$ cat config.mk
export PLATFORM = sky130hd
export DESIGN_NAME = hv_ramp_ctrl
export DESIGN_NICKNAME = d
export VERILOG_FILES = /design/src/rtl/hv_ramp_ctrl.sv
export SDC_FILE = /design/constraint.sdc
export NUM_CORES = 1
export LEC_CHECK = 0
export CAP_MARGIN = 10
export CORE_MARGIN = 8
export CORE_UTILIZATION = 45
export CTS_BUF_LIST = sky130_fd_sc_hd__clkbuf_4 sky130_fd_sc_hd__clkbuf_8
export DETAILED_ROUTE_END_ITERATION = 10
export GPL_ROUTABILITY_DRIVEN = 0
export PLACE_DENSITY = 0.73
export SETUP_SLACK_MARGIN = 0.4
export SLEW_MARGIN = 15
export SYNTH_ARGS = -nofsm -noshare
export SYNTH_HDL_FRONTEND = slang
export SYNTH_SLANG_ARGS = --single-unit
$ cat constraint.sdc
create_clock -name clk50 -period 13.5 [get_ports clk50]
set_input_delay 4.05 -clock clk50 [delete_from_list [all_inputs] [get_ports clk50]]
set_output_delay 4.05 -clock clk50 [all_outputs]
set_load 0.02 [all_outputs]
$ cat src/rtl/hv_ramp_ctrl.sv
// HV power-supply ramp controller: steps an MCP DAC toward a clamped target one
// serializer transaction at a time, with dwell, safe-off and acknowledge timeout.
module hv_ramp_ctrl #(
  parameter logic [11:0] STEP     = 12'd230,
  parameter logic [23:0] DWELL    = 24'd78000,
  parameter logic [23:0] SETTLE   = 24'd192,
  parameter logic [11:0] MAX_CODE = 12'd2300,
  parameter logic [15:0] ACK_TO   = 16'd4096
) (
  input  logic        clk50,
  input  logic        rst_n,
  input  logic        hven_cmd,
  input  logic        safe_cmd,
  input  logic [11:0] target_code,
  input  logic        dac_busy,
  output logic        dac_pulse,
  output logic [11:0] dac_set,
  output logic        hven,
  output logic        at_target,
  output logic        fault,
  output logic [2:0]  ramp_state
);

  typedef enum logic [2:0] {
    ST_IDLE     = 3'd0,
    ST_SETTLE   = 3'd1,
    ST_WRITE    = 3'd2,
    ST_WAIT_ACK = 3'd3,
    ST_DWELL    = 3'd4,
    ST_HOLD     = 3'd5,
    ST_OFF      = 3'd6
  } state_t;

  state_t      state, state_n;
  logic [11:0] cur, cur_n;
  logic [11:0] nxt, nxt_n;
  logic [23:0] cnt, cnt_n;
  logic [15:0] ack_cnt, ack_cnt_n;
  logic        busy_seen, busy_seen_n;
  logic        safe_req, safe_req_n;
  logic        off_req, off_req_n;
  logic        dac_pulse_n;
  logic [11:0] dac_set_n;
  logic        hven_n;
  logic        at_target_n;
  logic        fault_n;

  logic        active;
  logic        safe_hit;
  logic        off_hit;
  logic [11:0] clamped;
  logic [11:0] goal_now;
  logic [11:0] step_code;
  logic        ack_expired;
  logic        go_off;
  logic        do_write;
  logic [11:0] write_code;

  // Moves cur toward goal by at most STEP; comparing the distance first keeps
  // the add/subtract inside 12 bits.
  function automatic logic [11:0] step_toward(input logic [11:0] from,
                                              input logic [11:0] goal);
    logic [11:0] diff;
    logic [11:0] res;
    res = goal;
    if (goal > from) begin
      diff = goal - from;
      if (diff > STEP) res = from + STEP;
    end else if (goal < from) begin
      diff = from - goal;
      if (diff > STEP) res = from - STEP;
    end
    return res;
  endfunction

  assign clamped     = (target_code > MAX_CODE) ? MAX_CODE : target_code;
  assign active      = (state == ST_SETTLE) || (state == ST_WRITE) ||
                       (state == ST_WAIT_ACK) || (state == ST_DWELL) ||
                       (state == ST_HOLD);
  assign safe_hit    = active && (safe_req || safe_cmd);
  assign off_hit     = active && (off_req || !hven_cmd);
  assign goal_now    = off_hit ? 12'd0 : clamped;
  assign step_code   = step_toward(cur, goal_now);
  assign ack_expired = ({1'b0, ack_cnt} + 17'd1) >= {1'b0, ACK_TO};

  // NOTE: every output of this block is assigned a default before the case
  // statement, so no path can leave a signal unassigned and infer a latch.
  always_comb begin
    state_n     = state;
    cur_n       = cur;
    nxt_n       = nxt;
    cnt_n       = cnt;
    ack_cnt_n   = ack_cnt;
    busy_seen_n = busy_seen;
    safe_req_n  = safe_req;
    off_req_n   = off_req;
    dac_pulse_n = 1'b0;
    dac_set_n   = dac_set;
    hven_n      = hven;
    fault_n     = fault;
    go_off      = 1'b0;
    do_write    = 1'b0;
    write_code  = 12'd0;

    // Abort requests are latched so a one-cycle pulse still completes the
    // shutdown after an in-flight transaction.
    if (active) begin
      safe_req_n = safe_hit;
      off_req_n  = off_hit;
    end

    case (state)
      ST_IDLE: begin
        cur_n      = 12'd0;
        dac_set_n  = 12'd0;
        hven_n     = 1'b0;
        safe_req_n = 1'b0;
        off_req_n  = 1'b0;
        if (hven_cmd && !safe_cmd) begin
          hven_n  = 1'b1;
          cnt_n   = SETTLE;
          state_n = ST_SETTLE;
        end
      end

      ST_SETTLE: begin
        if (safe_hit || off_hit) begin
          go_off = 1'b1;
        end else if (cnt <= 24'd1) begin
          cnt_n   = 24'd0;
          state_n = ST_WRITE;
        end else begin
          cnt_n = cnt - 24'd1;
        end
      end

      ST_WRITE: begin
        if (safe_hit) begin
          if (cur == 12'd0) go_off = 1'b1;
          else if (!dac_busy) do_write = 1'b1;
        end else if (off_hit && (cur == 12'd0)) begin
          go_off = 1'b1;
        end else if (cur == goal_now) begin
          state_n = ST_HOLD;
        end else if (!dac_busy) begin
          do_write   = 1'b1;
          write_code = step_code;
        end
      end

      ST_WAIT_ACK: begin
        if (busy_seen && !dac_busy) begin
          cur_n     = nxt;
          ack_cnt_n = 16'd0;
          if ((safe_hit || off_hit) && (nxt == 12'd0)) begin
            go_off = 1'b1;
          end else if (safe_hit) begin
            state_n = ST_WRITE;
          end else begin
            cnt_n   = DWELL;
            state_n = ST_DWELL;
          end
        end else if (ack_expired) begin
          ack_cnt_n = 16'd0;
          fault_n   = 1'b1;
          go_off    = 1'b1;
        end else begin
          ack_cnt_n = ack_cnt + 16'd1;
          if (dac_busy) busy_seen_n = 1'b1;
        end
      end

      ST_DWELL: begin
        if (safe_hit) begin
          cnt_n   = 24'd0;
          state_n = ST_WRITE;
        end else if (cnt <= 24'd1) begin
          cnt_n = 24'd0;
          if (off_hit && (cur == 12'd0)) go_off = 1'b1;
          else if (cur == goal_now) state_n = ST_HOLD;
          else state_n = ST_WRITE;
        end else begin
          cnt_n = cnt - 24'd1;
        end
      end

      ST_HOLD: begin
        if (safe_hit || off_hit || (cur != goal_now)) state_n = ST_WRITE;
      end

      ST_OFF: begin
        hven_n    = 1'b0;
        dac_set_n = 12'd0;
        if (!hven_cmd) begin
          fault_n = 1'b0;
          state_n = ST_IDLE;
        end
      end

      default: go_off = 1'b1;
    endcase

    if (do_write) begin
      dac_pulse_n = 1'b1;
      dac_set_n   = write_code;
      nxt_n       = write_code;
      ack_cnt_n   = 16'd0;
      busy_seen_n = 1'b0;
      state_n     = ST_WAIT_ACK;
    end

    if (go_off) begin
      hven_n    = 1'b0;
      dac_set_n = 12'd0;
      cnt_n     = 24'd0;
      state_n   = ST_OFF;
    end

    at_target_n = (state_n == ST_HOLD);
  end

  // NOTE: state registers use non-blocking assignments so every flop samples
  // the pre-edge values regardless of statement order.
  always_ff @(posedge clk50 or negedge rst_n) begin
    if (!rst_n) begin
      state     <= ST_IDLE;
      cur       <= 12'd0;
      nxt       <= 12'd0;
      cnt       <= 24'd0;
      ack_cnt   <= 16'd0;
      busy_seen <= 1'b0;
      safe_req  <= 1'b0;
      off_req   <= 1'b0;
      dac_pulse <= 1'b0;
      dac_set   <= 12'd0;
      hven      <= 1'b0;
      at_target <= 1'b0;
      fault     <= 1'b0;
    end else begin
      state     <= state_n;
      cur       <= cur_n;
      nxt       <= nxt_n;
      cnt       <= cnt_n;
      ack_cnt   <= ack_cnt_n;
      busy_seen <= busy_seen_n;
      safe_req  <= safe_req_n;
      off_req   <= off_req_n;
      dac_pulse <= dac_pulse_n;
      dac_set   <= dac_set_n;
      hven      <= hven_n;
      at_target <= at_target_n;
      fault     <= fault_n;
    end
  end

  assign ramp_state = state;

endmodule

==> impl_metrics.env, run 1 <==
export IMPL_fin_tns_setup_ps=0
export IMPL_syn_area_mm2=0.00632
export IMPL_cts_root_buf="clkbuf_8"
export IMPL_p_clk_share_pct=11.3
export IMPL_first_iter_violations=689
export IMPL_criticalPathCategory="input pin to flop"
export IMPL_clockBufferDepth=2
export IMPL_syn_avg_cell_area_um2=7.94
export IMPL_grt_pass1_vias=5350
export IMPL_nets=851
export IMPL_syn_inst=796
export IMPL_synth_cell_type_count=72
export IMPL_synth_net_count=844
export IMPL_initial_core_util_pct=45.7
export IMPL_diodes=0
export IMPL_max_freq_mhz=112
export IMPL_slowest_stage="a211oi_2"
export IMPL_cp_required_ps=13730
export IMPL_die_y_um=135
export IMPL_skew_ps=14.0
export IMPL_postCtsSetupRepairBufs=0
export IMPL_rsz0062_at_grt="no"
export IMPL_ys_top_cells_by_area="dfrtp_1 34%, nand2_1 6.8%, ha_1 5.7%, o21ai_0 5.6%, nor2_1 4.6%"
export IMPL_finalHoldViolCount=0
export IMPL_ir_drop_mv=0.0915
export IMPL_synthFlopType="dfrtp_1"
export IMPL_top_layer_used="met4"
export IMPL_min_period_over_period_pct=66.0
export IMPL_final_antenna_net_count=0
export IMPL_syn2layout_area_growth_pct=9.80
export IMPL_yosys_top_cells_count="114 x nand2_1, 86 x dfrtp_1, 77 x nor2_1"
export IMPL_maxCapViolations=0
export IMPL_yosysSeqAreaShare_pct=34.0
export IMPL_synthArstFlopShare_pct=100
export IMPL_whs_ps=482
export IMPL_path_clk_slew_ps=80
export IMPL_post_synth_top_count_cell="nand2_1"
export IMPL_wl_um=16500
export IMPL_cts_tree="done"
export IMPL_power_density_mw_per_mm2=241
export IMPL_core_mm2=0.0138
export IMPL_vias=5926
export IMPL_grt_antenna_before_repair=0
export IMPL_die_x_um=135
export IMPL_route_met2_wl_um=6890
export IMPL_rows=43
export IMPL_cp_start_kind="input pin"
export IMPL_power_leakage_nw=3.03
export IMPL_grt_max_degree=87
export IMPL_hpwlAfterDp_um=12100
export IMPL_ctsHtreeMaxLevel=3
export IMPL_final_layout_size_suffix_gt1_share_pct=5.69
export IMPL_synth_top_area_cell="dfrtp_1"
export IMPL_crit_chain="clkdlybuf4s50_1 > o211ai_1 > nor2_1 > o41a_1 > o21ai_0 > inv_1 > ha_1 > and2_1 > a31oi_1 > o21ai_1 > or3_1 > a221o_1 > a211oi_2 > or2_2 > o22ai_1 > a311oi_2 > nand2_1"
export IMPL_track_usage_pct=18.3
export IMPL_clkLatencyLatePin_ps=360
export IMPL_drt_met1_wl_um=8100
export IMPL_min_period_ps=8910
export IMPL_numPortBuffers=35
export IMPL_cts_hold_buf=0
export IMPL_swShare_pct=51.5
export IMPL_p_sw_w=0.000862
export IMPL_via_per_inst=6.00
export IMPL_relSlewSlack_pct=27.0
export IMPL_dr_wl_met3_um=1140
export IMPL_synth_top_cell_area_share_pct=34.0
export IMPL_path_buf_inv=2
export IMPL_status="completed"
export IMPL_worstMarginPinSlew_ps=1090
export IMPL_sequentialPowerShare_pct=24.2
export IMPL_design_area_mm2=0.00694
export IMPL_p_comb_share_pct=64.5
export IMPL_p_int_w=0.000813
export IMPL_path_max_fanout=13
export IMPL_slew_violations=0
export IMPL_grt_pass1_wl_um=27200
export IMPL_grt_overflow_total=0
export IMPL_cpLargestDelayFamily="compound AO/OA/AOI/OAI gates"
export IMPL_placed_area_mm2=0.00673
export IMPL_end_kind="flop"
export IMPL_min_path_type="flop to flop"
export IMPL_synth_edf_count=0
export IMPL_synth_warnings=0
export IMPL_wl_per_cell_um=16.7
export IMPL_crit_path_max_incr_delay_ps=770
export IMPL_drtPass1Iterations=7
export IMPL_ys_ff_latch=86
export IMPL_cts_sinks=86
export IMPL_cts_resized_gates=0
export IMPL_cp_arrival_ps=9140
export IMPL_numCtsBuffers=9
export IMPL_remaining_drc_errors=0
export IMPL_boundaryPins=36
export IMPL_setup_violations=0
export IMPL_die_area_mm2=0.0181
## kinds of logic after synthesis
| group | after synthesis | synth area share, % |
|---|---|---|
| buf+inv | 79 | 5.21 |
| compound gates | 214 | 22.9 |
| simple gates | 349 | 26.1 |
| xor+xnor | 32 | 4.43 |
| fa+ha+maj | 31 | 6.37 |
| mux | 5 | 0.851 |
| flops | 86 | 34.0 |
## power by group through the flow
stage / Combinational (W) / Sequential, W / Clock [W]
after floorplan: 0.000815 / 0.000395 / 0
after global placement: 0.00105 / 0.000407 / 0
after CTS: 0.00106 / 0.000404 / 0.000190
after global routing: 0.00119 / 0.000416 / 0.000200
after detailed placement: 0.00106 / 0.000408 / 0
final: 0.00108 / 0.000406 / 0.000188
## metrics by stage
stage	power (W)	worst slack [ps]	cells	util [%]
6_report	0.00168	4590	988	50.2
5_1_grt	0.00181	4240	988	50.2
4_1_cts	0.00166	4710	988	50.2
3_5_place_dp	0.00146	4340	972	48.7
3_3_place_gp	0.00146	4240	972	48.6
2_1_floorplan	0.00121	5680	796	-
## sequential cells by signal (all words and copies together) (netlist names)
name	count
busy_seen	1
ramp_state	3
safe_req	1
dac_pulse	1
nxt	12
dac_set	12
fault	1
cur	12
at_target	1
cnt	24
ack_cnt	16
hven	1
off_req	1
## cell type report
class	count	area, um^2
fillers	1272	6890
flip-flops and latches	86	2150
clock buffers	12	159
inverters	37	139
clock inverters	4	45.0
multi-input cells	631	3850
well taps	180	225
repair buffers	38	374
## final timing paths
check                      cells past startpoint      startpoint     endpoint  slack (ps)
setup / recovery                              17  target_code[0]   dac_set[3]        4590
min in group asynchronous                      1           rst_n      cnt[20]        3730
max in group asynchronous                      1           rst_n  ack_cnt[13]        9240
hold / removal                                 1      ack_cnt[5]   ack_cnt[5]         480
hold reg to reg                                1      ack_cnt[5]   ack_cnt[5]         480
setup reg to reg                              16   ramp_state[2]   dac_set[3]        8000
## routing by layer
layer  global-route usage (%)  vias to the layer above
met3                     3.79                       30
met2                     25.0                      254
li1                         -                     2852
met1                     27.3                     2790
met5                        0                        -
met4                     6.92                        0
## cell usage in the layout, fill, tap and decap left out, types with 26 or more instances in the layout
| cell | instances |
|---|---|
| a21oi_1 | 36 |
| xnor2_1 | 26 |
| inv_1 | 37 |
| nor2_1 | 77 |
| dfrtp_1 | 86 |
| ha_1 | 29 |
| nand3_1 | 32 |
| clkdlybuf4s50_1 | 34 |
| nand2_1 | 114 |
| nor3_1 | 29 |
| o21ai_0 | 71 |
Power figures use the tool's default switching activity.
==> run 2, diff against run 1 <==
- clock period: 13.5 -> 8.4 ns (I/O delays scaled with it)
==> run 2 against run 1 <==
Effect of this change: sequential cell count stayed put; largest power group unchanged; critical path type unchanged; register-to-register slack worse by 4700 ps; critical endpoint is now nxt[3]; clock power increased by 45%; non-clock buffer count up 3; highest routed layer unchanged.
==> impl_metrics.env, run 2 (synthesis results as in run 1) <==
export IMPL_nFillCells=1321
export IMPL_placed_area_mm2=0.00675
export IMPL_r2r_cells=18
export IMPL_grt_pass1_wl_um=27200
export IMPL_clkLatencyLatePin_ps=360
export IMPL_die_area_mm2=0.0181
export IMPL_via_per_inst=5.96
export IMPL_fin_tns_setup_ps=0
export IMPL_core_mm2=0.0138
export IMPL_setup_violations=0
export IMPL_cts_hold_buf=0
export IMPL_nets=854
export IMPL_rr_endpoint="dac_set[4]"
export IMPL_ir_drop_mv=0.173
export IMPL_status="completed"
export IMPL_max_freq_mhz=143
export IMPL_cts_sinks=86
export IMPL_die_x_um=135
export IMPL_largest_reg_flops=24
export IMPL_finalHoldViolCount=0
export IMPL_worstMarginPinSlew_ps=1030
export IMPL_wl_um=16600
export IMPL_grt_antenna_before_repair=0
export IMPL_dpl_cell_count=975
export IMPL_drtPass1Iterations=6
export IMPL_boundaryPins=36
export IMPL_syn2layout_area_growth_pct=9.70
export IMPL_slowest_stage="o21ai_0"
export IMPL_top_register="cnt"
export IMPL_design_area_mm2=0.00693
export IMPL_cp_arrival_ps=7220
export IMPL_relSlewSlack_pct=31.0
export IMPL_regArea_mm2=0.00215
export IMPL_r2r_start="ramp_state[2]"
export IMPL_vias=5905
export IMPL_initial_core_util_pct=45.7
export IMPL_path_max_fanout=12
export IMPL_top_regs="cnt: 24 flops, ack_cnt: 16 flops"
export IMPL_cp_start_kind="input pin"
export IMPL_worstHoldStart="ack_cnt[5]"
export IMPL_end_kind="flop"
export IMPL_multi_input_area_mm2=0.00384
export IMPL_rsz0062_at_grt="no"
export IMPL_rrSetupSlack_ps=3260
export IMPL_first_iter_violations=706
export IMPL_wl_per_cell_um=16.7
export IMPL_fin_util_pct=50.1
export IMPL_numPortBuffers=35
export IMPL_power_leakage_nw=3.02
export IMPL_final_antenna_net_count=0
export IMPL_cts_tree="done"
export IMPL_grt_overflow_total=0
export IMPL_grt_pass1_vias=5375
export IMPL_min_path_cells=1
export IMPL_crit_path_max_incr_delay_ps=470
export IMPL_track_usage_pct=18.3
export IMPL_final_common_cell="nand2_1"
export IMPL_postCtsSetupRepairBufs=0
export IMPL_hpwlAfterDp_um=12400
export IMPL_cp_required_ps=8640
export IMPL_ctsHtreeMaxLevel=3
export IMPL_crit_chain="clkdlybuf4s50_1 > o211ai_1 > nor2_1 > o41a_1 > o21ai_0 > inv_1 > ha_1 > nand4_1 > o22ai_1 > a211o_1 > or3_1 > a221o_1 > a211oi_4 > or2_4 > o22ai_1 > a311oi_2 > nand2_1"
export IMPL_min_path_type="flop to flop"
export IMPL_numCtsBuffers=9
export IMPL_criticalPathCategory="input pin to flop"
export IMPL_clockBufferDepth=2
export IMPL_final_layout_size_suffix_gt1_share_pct=5.92
export IMPL_instances_no_fill=991
export IMPL_cts_root_buf="clkbuf_8"
export IMPL_min_period_ps=6990
export IMPL_cp_common_cell="o22ai_1"
export IMPL_finalPower_w=0.00266
export IMPL_final_cell_mix="114 x nand2_1, 86 x dfrtp_1, 77 x nor2_1"
export IMPL_grt_max_degree=47
export IMPL_maxCapViolations=0
export IMPL_skew_ps=11.9
export IMPL_path_clk_slew_ps=80
export IMPL_slew_violations=0
export IMPL_hold_end="ack_cnt[5]"
export IMPL_die_y_um=135
export IMPL_diodes=0
export IMPL_rows=43
export IMPL_cts_resized_gates=0
export IMPL_power_density_mw_per_mm2=384
export IMPL_min_period_over_period_pct=83.2
export IMPL_remaining_drc_errors=0
## run 2: cell count changes in the layout (fill, tap and decap cells not counted), sizes merged
cell / before / now
bufinv: 1 / 0
clkinvlp: 0 / 2
clkbuf: 12 / 11
buf: 4 / 7
## run 2: cell type report
type,count,share of cell area (%)
Multi-Input combinational cell,631,55.4
Sequential cell,86,31.0
Clock inverter,5,0.487
Timing Repair Buffer,41,5.67
Tap cell,180,3.25
Clock buffer,11,2.18
Inverter,37,2.00
## run 2: power breakdown
group / switching, W / total (W) / leakage (nW) / internal, W
combinational: 0.00109 / 0.00173 / 1.76 / 0.000640
clock: 0.000150 / 0.000273 / 0.0913 / 0.000123
sequential: 0.000137 / 0.000655 / 1.17 / 0.000518
total: 0.00138 / 0.00266 / 3.02 / 0.00128
## run 2: how the worst max path moves through the flow
stage,from,to,slack (ps),cells past startpoint
after floorplan,target_code[0],dac_set[5],2110,18
after global placement,target_code[0],nxt[5],1170,17
after detailed placement,target_code[0],dac_set[5],1110,17
after CTS,target_code[0],nxt[3],1480,17
after global routing,target_code[0],nxt[8],1150,18
final,target_code[1],nxt[3],1410,17
## run 2: per-stage QoR
step | worst slack, ps | hold WS [ps]
floorplan | 2110 | 451
global placement | 1170 | 465
detailed placement | 1110 | 472
CTS | 1480 | 482
global route | 1150 | 514
finish | 1410 | 478
## run 2: layer usage
metal / track usage (%) / up-vias / routed length, um
li1: - / 2853 / -
met1: 27.0 / 2828 / 8030
met2: 26.7 / 202 / 7340
met3: 2.23 / 22 / 957
met4: 6.18 / 0 / 250
met5: 0 / - / 0
## run 2: worst max-delay path, delay by kind of cell
kind | cells | cell delay, ps
AO/OA/AOI/OAI | 9 | 2730
AND/OR/NAND/NOR | 5 | 1010
adder cells (fa/ha/maj) | 1 | 420
buffers and inverters | 2 | 530
